--- src/rtl/ifq_pkg.sv ---
// Shared types, constants and sizing helpers for the instruction fetch queue.
// Optional misaligned-redirect fault support is enabled by IFQ_MISALIGN_CHECK_EN.
package ifq_pkg;

    localparam int unsigned IFQ_XLEN   = 32;
    localparam int unsigned ILEN_BYTES = 4;
    localparam logic [31:0] NOP_INSTR  = 32'h0000_0013;

    typedef struct packed {
        logic [31:0]         instr;
        logic [IFQ_XLEN-1:0] pc;
        logic                fault;
    } fetch_entry_t;

    typedef enum logic [1:0] {
        FS_RUN,
        FS_FAULT_PUSH,
        FS_HALT
    } fetch_state_t;

    function automatic int unsigned cnt_width(input int unsigned depth);
        return $clog2(depth) + 1;
    endfunction

endpackage

--- src/rtl/ifq_fifo.sv ---
// In-order queue of fetch entries with flush; head is presented combinationally
// from storage (no bypass), so a push becomes visible the following cycle.
module ifq_fifo
    import ifq_pkg::*;
#(
    parameter int unsigned DEPTH = 4
) (
    input  logic                          clk,
    input  logic                          rst,
    input  logic                          flush,
    input  logic                          push,
    input  fetch_entry_t                  wdata,
    input  logic                          pop,
    output fetch_entry_t                  rdata,
    output logic                          full,
    output logic                          empty,
    output logic [cnt_width(DEPTH)-1:0]   count
);
    localparam int unsigned CW = cnt_width(DEPTH);
    localparam int unsigned AW = $clog2(DEPTH);

    fetch_entry_t  mem [DEPTH];
    logic [AW-1:0] rd_ptr;
    logic [AW-1:0] wr_ptr;
    logic [CW-1:0] cnt;
    logic          do_push;
    logic          do_pop;

    assign full    = (cnt == CW'(DEPTH));
    assign empty   = (cnt == '0);
    assign count   = cnt;
    assign rdata   = mem[rd_ptr];
    assign do_pop  = pop && !empty;
    // A pop frees the slot in the same cycle, so a full queue may still accept.
    assign do_push = push && (!full || do_pop);

    always_ff @(posedge clk or posedge rst) begin
        if (rst) begin
            rd_ptr <= '0;
            wr_ptr <= '0;
            cnt    <= '0;
        end else if (flush) begin
            rd_ptr <= '0;
            wr_ptr <= '0;
            cnt    <= '0;
        end else begin
            if (do_push) wr_ptr <= wr_ptr + 1'b1;
            if (do_pop)  rd_ptr <= rd_ptr + 1'b1;
            cnt <= cnt + CW'(do_push) - CW'(do_pop);
        end
    end

    always_ff @(posedge clk) begin
        if (do_push && !flush) mem[wr_ptr] <= wdata;
    end

endmodule

--- src/rtl/instr_fetch_queue.sv ---
// IF front end: credit-limited sequential fetch, in-order response queue, redirect flush.
// Define IFQ_MISALIGN_CHECK_EN to turn misaligned redirect targets into a single fault entry.
module instr_fetch_queue
    import ifq_pkg::*;
#(
    parameter int unsigned     DEPTH    = 4,
    parameter int unsigned     XLEN     = IFQ_XLEN,
    parameter logic [XLEN-1:0] RESET_PC = '0
) (
    input  logic            clk,
    input  logic            reset,
    output logic            imem_req,
    output logic [XLEN-1:0] imem_addr,
    input  logic            imem_gnt,
    input  logic            imem_rvalid,
    input  logic [31:0]     imem_rdata,
    input  logic            redirect_valid,
    input  logic [XLEN-1:0] redirect_pc,
    output logic            id_valid,
    input  logic            id_ready,
    output logic [31:0]     id_instr,
    output logic [XLEN-1:0] id_pc,
    output logic            id_fault
);
    localparam int unsigned CW  = cnt_width(DEPTH);
    localparam int unsigned CW1 = CW + 1;
    // Stale responses can pile up over several redirects; headroom beyond one queue's worth.
    localparam int unsigned DW  = CW + 3;
    localparam logic [CW:0] CREDITS = CW1'(DEPTH);

    logic [XLEN-1:0] fetch_pc;
    logic [XLEN-1:0] target_pc;
    logic [XLEN-1:0] resp_pc;
    logic [CW-1:0]   outstanding;
    logic [CW-1:0]   occupancy;
    logic [DW-1:0]   drop_cnt;
    logic            stopped;
    logic            fault_push;
    logic            grant;
    logic            resp_drop;
    logic            resp_keep;
    logic            fifo_push;
    logic            fifo_pop;
    logic            fifo_full;
    logic            fifo_empty;
    fetch_entry_t    push_entry;
    fetch_entry_t    head;

`ifdef IFQ_MISALIGN_CHECK_EN
    fetch_state_t fstate;
    fetch_state_t fstate_n;
    logic         fault_halt;

    always_ff @(posedge clk or posedge reset) begin
        if (reset) fstate <= FS_RUN;
        else       fstate <= fstate_n;
    end

    always_comb begin
        fstate_n = fstate;
        if (redirect_valid)
            fstate_n = (redirect_pc[1:0] != 2'b00) ? FS_FAULT_PUSH : FS_RUN;
        else if (fstate == FS_FAULT_PUSH)
            fstate_n = FS_HALT;
    end

    assign fault_halt = (fstate != FS_RUN);
    assign stopped    = fault_halt;
    assign fault_push = (fstate == FS_FAULT_PUSH) && !redirect_valid;
    assign target_pc  = redirect_pc;
`else
    assign stopped    = 1'b0;
    assign fault_push = 1'b0;
    assign target_pc  = redirect_pc & ~XLEN'(3);
`endif

    assign imem_req  = !reset && !redirect_valid && !stopped &&
                       (({1'b0, occupancy} + {1'b0, outstanding}) < CREDITS);
    assign imem_addr = fetch_pc;
    assign grant     = imem_req && imem_gnt;
    assign resp_drop = (drop_cnt != '0);
    assign resp_keep = imem_rvalid && !resp_drop;
    // Live requests are consecutive words ending just below fetch_pc, so the
    // oldest one's PC is recovered arithmetically instead of being stored.
    assign resp_pc   = fetch_pc - XLEN'(outstanding) * XLEN'(ILEN_BYTES);

    always_ff @(posedge clk or posedge reset) begin
        if (reset) begin
            fetch_pc    <= RESET_PC;
            outstanding <= '0;
            drop_cnt    <= '0;
        end else if (redirect_valid) begin
            fetch_pc    <= target_pc;
            outstanding <= '0;
            drop_cnt    <= drop_cnt + DW'(outstanding) - DW'(imem_rvalid);
        end else begin
            if (grant) fetch_pc <= fetch_pc + XLEN'(ILEN_BYTES);
            outstanding <= outstanding + CW'(grant) - CW'(resp_keep);
            if (imem_rvalid && resp_drop) drop_cnt <= drop_cnt - 1'b1;
        end
    end

    always_comb begin
        push_entry.instr = imem_rdata;
        push_entry.pc    = IFQ_XLEN'(resp_pc);
        push_entry.fault = 1'b0;
        if (fault_push) begin
            push_entry.instr = NOP_INSTR;
            push_entry.pc    = IFQ_XLEN'(fetch_pc);
            push_entry.fault = 1'b1;
        end
    end

    assign fifo_push = !redirect_valid && (resp_keep || fault_push);
    assign fifo_pop  = id_valid && id_ready && !redirect_valid;

    ifq_fifo #(
        .DEPTH (DEPTH)
    ) u_fifo (
        .clk   (clk),
        .rst   (reset),
        .flush (redirect_valid),
        .push  (fifo_push),
        .wdata (push_entry),
        .pop   (fifo_pop),
        .rdata (head),
        .full  (fifo_full),
        .empty (fifo_empty),
        .count (occupancy)
    );

    assign id_valid = !fifo_empty;
    assign id_instr = id_valid ? head.instr : '0;
    assign id_pc    = id_valid ? XLEN'(head.pc) : '0;

`ifdef IFQ_MISALIGN_CHECK_EN
    assign id_fault = id_valid && head.fault;
`else
    logic unused_fault;
    assign unused_fault = head.fault;
    assign id_fault     = 1'b0;
`endif

    overflow_chk: assert property (@(posedge clk) disable iff (reset)
        !(fifo_push && fifo_full && !fifo_pop));

endmodule

--- config.mk ---
export PLATFORM = sky130hd
export DESIGN_NAME = instr_fetch_queue
export DESIGN_NICKNAME = d
export VERILOG_FILES = /design/src/rtl/ifq_pkg.sv /design/src/rtl/ifq_fifo.sv /design/src/rtl/instr_fetch_queue.sv
export SDC_FILE = /design/constraint.sdc
export NUM_CORES = 1
export LEC_CHECK = 0
export CAP_MARGIN = 25
export CORE_MARGIN = 3
export CORE_UTILIZATION = 37
export DETAILED_ROUTE_END_ITERATION = 8
export SLEW_MARGIN = 25
export SYNTH_ARGS = -nofsm -noshare
export SYNTH_HDL_FRONTEND = slang
export SYNTH_SLANG_ARGS = --single-unit
export TNS_END_PERCENT = 50
--- constraint.sdc ---
create_clock -name clk -period 3 [get_ports clk]
set_input_delay 0.3 -clock clk [delete_from_list [all_inputs] [get_ports clk]]
set_output_delay 0.3 -clock clk [all_outputs]
set_load 0.02 [all_outputs]
After elaboration in Yosys (flattened, before gate mapping)
Memories as Yosys holds them, arrays and structs flattened.
Index checks and enable logic that the tools add are counted.
Operators by class
  reductions and logical operators: 23
  eq/ne operators: 1
  multiplexer cells: 14
  magnitude comparators: 1
  add/sub/neg operators: 12
Operators by type and width (count)
  $mux 32: 4
  $add 32x3->32 const B: 1
  $sub 32x5->32: 1
  $mux 6: 2
  $logic_and 1x1->1: 11
  $mux 2: 4
  $reduce_bool 2->1: 4
  $add 3x1->3: 2
  $add 6x3->6: 1
  $mux 3: 2
  $reduce_bool 6->1: 1
  $sub 3x1->3: 2
  $sub 6x1->6: 1
  $sub 6x1->6 const B: 1
  $logic_not 1->1: 5
  $add 2x1->2 const B: 2
  $add 3x3->4: 1
  $lt 4x3->1 const B: 1
  $eq 3x3->1 const B: 1
  $logic_not 3->1: 1
  $mux 1: 2
  $logic_or 1x1->1: 1
Storage, ports and cells
  logic and storage cells: 58
  RAM bits: 256
  register bits after elaboration: 48
  memories kept: 1
Memory list
  u_fifo.mem: depth 4, width 64, read ports 1, clocked after memory_dff 0, write ports 1, line ifq_fifo.sv:22  | fetch_entry_t mem [DEPTH];

Logic depth before layout (Yosys ltp)
  word-level depth: 10
  gate-level depth with buffers: 12

Hierarchy
From an unflattened synthesis, not the netlist that was laid out.
Unflattened totals
  cells, all modules: 875
  area, all modules: 13690.6 um^2
By module, submodules not included
  ifq_fifo: seq. area each 7982.7 um^2, area each 9885.7 um^2, times used 1, cells each 386
  instr_fetch_queue: seq. area each 975.9 um^2, area each 3804.9 um^2, times used 1, cells each 489

Least setup slack after synthesis
OpenSTA, ideal clock, no wires.
  path kind: register -> register
  start point: register drop_cnt[3]
  end point: memory u_fifo.mem[1][10] in the netlist's numbering (enable)
  path slack: -0.229 ns
  stages on the path, launching flop included: 6
  clock period less this slack: 3.229 ns
  setup time: 0.426 ns
  arrival time: 2.803 ns
  cells stage by stage: dfrtp_1 or2_2 nor3_1 and3_1 clkbuf_1 and2_1
Between the ends
  word-level cells in the longest chain between the ends: 8
RTL lines
  start: declaration: line instr_fetch_queue.sv:36  | logic [DW-1:0] drop_cnt;
  start signal: assignment: line instr_fetch_queue.sv:95  | drop_cnt <= drop_cnt + DW'(outstanding) - DW'(imem_rvalid);
  start signal: assignment: line instr_fetch_queue.sv:99  | if (imem_rvalid && resp_drop) drop_cnt <= drop_cnt - 1'b1;
  $reduce_bool 6->1: line instr_fetch_queue.sv:81  | assign resp_drop = (drop_cnt != '0);
  $logic_not 1->1: line instr_fetch_queue.sv:82  | assign resp_keep = imem_rvalid && !resp_drop;
  $logic_and 1x1->1: line instr_fetch_queue.sv:82
  $logic_and 1x1->1: line instr_fetch_queue.sv:114  | assign fifo_push = !redirect_valid && (resp_keep || fault_push);
  $logic_and 1x1->1: line ifq_fifo.sv:35  | assign do_push = push && (!full || do_pop);
  $logic_and 1x1->1: line ifq_fifo.sv:54  | if (do_push && !flush) mem[wr_ptr] <= wdata;
  $mux 1: line ifq_fifo.sv:54
  $mux 1 (implied by the code): line ifq_fifo.sv:54
  end: declaration: line ifq_fifo.sv:22
Every way passes these cells.

Worst setup path after layout
  start point: register u_fifo.rd_ptr[0]
  end point: output port id_pc[7]
Between the ends
  word-level cells in the longest chain between the ends: 2
RTL lines
  start: declaration: line ifq_fifo.sv:23  | logic [AW-1:0] rd_ptr;
  start signal: assignment: line ifq_fifo.sv:48  | if (do_pop) rd_ptr <= rd_ptr + 1'b1;
  $mem_v2 4x64
  $mux 32: line instr_fetch_queue.sv:134  | assign id_pc = id_valid ? XLEN'(head.pc) : '0;
  end: declaration: line instr_fetch_queue.sv:22  | output logic [XLEN-1:0] id_pc,
Every way passes these cells.

==> run metrics <==
status complete, no violations; Internal Pwr Total 8.909 mW; transition time of the tightest slew-check pin 654.1 ps; final hold viol count 0; number of design-rule violations left by the first detailed-router iteration 359; number of buffers inserted by port buffering 161; Post-synth EDFFs 248; CP Class reg2out; level count of the clock H-tree 2; x dimension of the die 195.0 um; Hold Crit Depth 2; Leakage Power 5.792 nW; initial antenna violation count 0; Seq/Total Area, Yosys 65.08%; synth-to-layout area growth 26.92%; CP peak stage delay 580 ps; post-synthesis instance area 13210 um^2; standard cell with the maximum stage delay on the critical path sky130_fd_sc_hd__clkdlybuf4s50_1; time the final worst path needs with I/O delays and setup 2881 ps; number of nets still failing antenna checks after routing 0; critical path cell sequence buf_16 -> mux4_2 -> and2_1 -> clkdlybuf4s50_1; GRT Overall Usage 15.95%; type of origin of the critical path flop; insertion delay to the later sink of the worst-skew pair 510 ps; endpoint type of the worst setup path output pin; switching power as a share of total power 28.86%; fraction of synthesized cell area taken by the top area cell type 56.37%; vias per std cell 5.187; share of power burned in registers 38.4%; largest net degree at the start of global routing 63; number of fill cells in the layout 2999; tightest slew margin relative to the limit 56.23%; Mapped Cells 853; Fmax 0.3471 GHz; CTS tree built; final antenna diode count 0; largest clock skew in the final design 20.78 ps; Wirelength per Cell 19.80 um; endpoint arrival time on the critical path 2580 ps; cell types occupying the most area after synthesis sky130_fd_sc_hd__edfxtp_1, sky130_fd_sc_hd__mux4_2, sky130_fd_sc_hd__dfrtp_1, sky130_fd_sc_hd__and2_1, sky130_fd_sc_hd__ha_1; final wirelength 30.02 mm; largest fanout of any net on the critical path 26; number of core rows 68; post-synthesis register bit count 294; area of the die 38010 um^2; DR vias 7864; count of distinct cell types in the synthesized netlist 59; Final GP Congestion 0.8678; Worst Reg2Reg Path Length in Cells 11; Util after Layout 48.07%; share of flip-flops with an asynchronous set or reset after synthesis 15.65%; # Max-Cap Violations 0; post-route DRC violation count 0; share of the cycle needed by the critical path after routing 96.03%; Congestion Overflow GR 0; root buffer cell sky130_fd_sc_hd__clkbuf_16; CORE AREA 34880 um^2; # Post-CTS Setup Buffers 0; Req. time, crit path 2700 ps; HPWL reported at the end of detailed placement 20.22 mm; syn avg cell area 15.49 um^2; clock sink total 294; number of iterations in the first detailed-routing pass 5; clock buffer depth 3; nets@finish 1137; P per Cell Area 746.9 nW/um^2; clock network fraction of total power 33.0%; Worst Hold Slack 172.1 ps; I/O Pins 169; Peak supply drop 0.4793 mV; Setup Viol. Count Final 0; number of global-route vias before repair 8269; layout cell share with drive strength beyond 1 16.59%; combinational power share 28.6%; clock transition time at the flip-flop clock pins of the worst setup and hold paths 60 ps; Switch Pwr 3.615 mW; type of the most critical hold path in2reg; biggest area consumer among synthesized cells sky130_fd_sc_hd__edfxtp_1; Chip Height 195.0 um; commonest register cell after synthesis sky130_fd_sc_hd__edfxtp_1; unrepaired setup endpoints after global routing yes; effective utilization at floorplan 37.87%; cts bufs inserted 34; final max-slew violation count 0; global-route wire length before repair 48.41 mm; total number of yosys warnings 0
## path summary, 6_finish.rpt
check | startpoint | to | slack (ps)
setup / recovery | u_fifo.rd_ptr[0] | id_pc[7] | 120
max in group asynchronous | reset | imem_addr[2] | 2160
hold reg to reg | u_fifo.wr_ptr[0] | u_fifo.wr_ptr[0] | 570
setup reg to reg | outstanding[2] | outstanding[2] | 180
hold / removal | redirect_valid | u_fifo.count[2] | 170
min in group asynchronous | reset | imem_addr[3] | 230
## through the flow
step	std cells	setup WS, ps	power (mW)	area (um^2)	setup TNS (ps)
final	1516	119.2	12.52	16770	0
after global routing	1516	-6.252	13.18	16770	-6.252
after CTS	1516	47.74	12.73	16750	0
after detailed placement	1456	152.2	8.534	15620	0
after global placement	1456	138.7	8.505	15620	0
after floorplan	857	-228.7	7.066	13230	-28390
## layout by cell type, fill, tap and decap left out, types with 11 or more instances in the layout
| master | instances |
|---|---|
| sky130_fd_sc_hd__ha_1 | 26 |
| sky130_fd_sc_hd__buf_12 | 13 |
| sky130_fd_sc_hd__and2_1 | 65 |
| sky130_fd_sc_hd__o211ai_1 | 11 |
| sky130_fd_sc_hd__nor2_1 | 24 |
| sky130_fd_sc_hd__inv_1 | 34 |
| sky130_fd_sc_hd__dfrtp_1 | 44 |
| sky130_fd_sc_hd__nand4_1 | 17 |
| sky130_fd_sc_hd__xor2_1 | 15 |
| sky130_fd_sc_hd__nand2_1 | 51 |
| sky130_fd_sc_hd__o21ai_0 | 23 |
| sky130_fd_sc_hd__clkbuf_16 | 35 |
| sky130_fd_sc_hd__nand3_1 | 24 |
| sky130_fd_sc_hd__xnor2_1 | 29 |
| sky130_fd_sc_hd__mux4_2 | 62 |
| sky130_fd_sc_hd__clkdlybuf4s50_1 | 156 |
| sky130_fd_sc_hd__edfxtp_1 | 248 |
| sky130_fd_sc_hd__buf_4 | 26 |
## critical path, delay by kind of cell (launching register included)
| family | cells | cell delay (ps) |
|---|---|---|
| DFF | 1 | 540 |
| muxes | 1 | 520 |
| buffers and inverters | 2 | 840 |
| and+or+nand+nor | 1 | 160 |
## power groups by stage
stage	Combinational, mW	Clock, mW	Sequential (mW)
floorplan	2.20	0	4.87
global placement	3.62	0	4.88
detailed placement	3.65	0	4.89
CTS	3.66	4.26	4.80
global route	3.93	4.42	4.83
finish	3.59	4.13	4.80
## flip-flops by register name, indices dropped and copies added (netlist names)
signal         flops
u_fifo.mem       248
imem_addr         30
drop_cnt           6
outstanding        3
u_fifo.count       3
u_fifo.rd_ptr      2
u_fifo.wr_ptr      2
## final cells by class
class	instances	area (um^2)	area share, %
inverter	36	135.1	0.8059
timing repair buffer	202	2107	12.57
multi-input combinational	469	4227	25.21
sequential	294	8603	51.31
clock buffer	38	887.1	5.291
tap	455	569.3	3.395
clock inverter	22	239.0	1.425
## kinds of logic after synthesis
logic type / synth area share, %
AOI/OAI and AO/OA: 3.940
xor gates and xnor gates: 2.917
adders and majority gates: 3.068
buffers and inverters: 3.125
DFF: 65.08
muxes: 11.26
other: 0.02838
and+or+nand+nor: 10.58
## cell usage after synthesis, types with 4 or more instances
library cell / n
sky130_fd_sc_hd__buf_6: 4
sky130_fd_sc_hd__nand4_1: 17
sky130_fd_sc_hd__ha_1: 26
sky130_fd_sc_hd__mux2i_1: 8
sky130_fd_sc_hd__xnor2_1: 29
sky130_fd_sc_hd__nor3_1: 9
sky130_fd_sc_hd__o211ai_1: 11
sky130_fd_sc_hd__nand2_1: 51
sky130_fd_sc_hd__xor2_1: 15
sky130_fd_sc_hd__o311ai_0: 5
sky130_fd_sc_hd__a221o_1: 4
sky130_fd_sc_hd__and2_1: 69
sky130_fd_sc_hd__and3_1: 7
sky130_fd_sc_hd__dfrtp_1: 46
sky130_fd_sc_hd__nand2b_1: 4
sky130_fd_sc_hd__nor2_1: 24
sky130_fd_sc_hd__nand3b_1: 5
sky130_fd_sc_hd__a22oi_1: 4
sky130_fd_sc_hd__nand3_1: 24
sky130_fd_sc_hd__or4_1: 5
sky130_fd_sc_hd__nor4_1: 9
sky130_fd_sc_hd__buf_2: 6
sky130_fd_sc_hd__fa_1: 4
sky130_fd_sc_hd__edfxtp_1: 248
sky130_fd_sc_hd__mux4_2: 62
sky130_fd_sc_hd__buf_1: 11
sky130_fd_sc_hd__and4_1: 4
sky130_fd_sc_hd__a21oi_1: 4
sky130_fd_sc_hd__clkbuf_1: 31
sky130_fd_sc_hd__inv_1: 35
sky130_fd_sc_hd__buf_4: 6
sky130_fd_sc_hd__o21ai_0: 23
## metal layers
| metal | share of wire [%] | up-vias | global-route usage, % |
|---|---|---|---|
| met3 | 7.2 | 36 | 3.259 |
| met1 | 45 | 3925 | 22.98 |
| li1 | - | 3616 | - |
| met5 | 0 | - | 0 |
| met4 | 1.4 | 0 | 3.222 |
| met2 | 47 | 287 | 25.35 |
## timing repair
action,in CTS,in global routing
gates resized for setup,2,4
hold buffers,0,0
pin swaps,0,0
setup endpoints to repair,3,8
No activity file was read; power rests on OpenSTA's default activity.
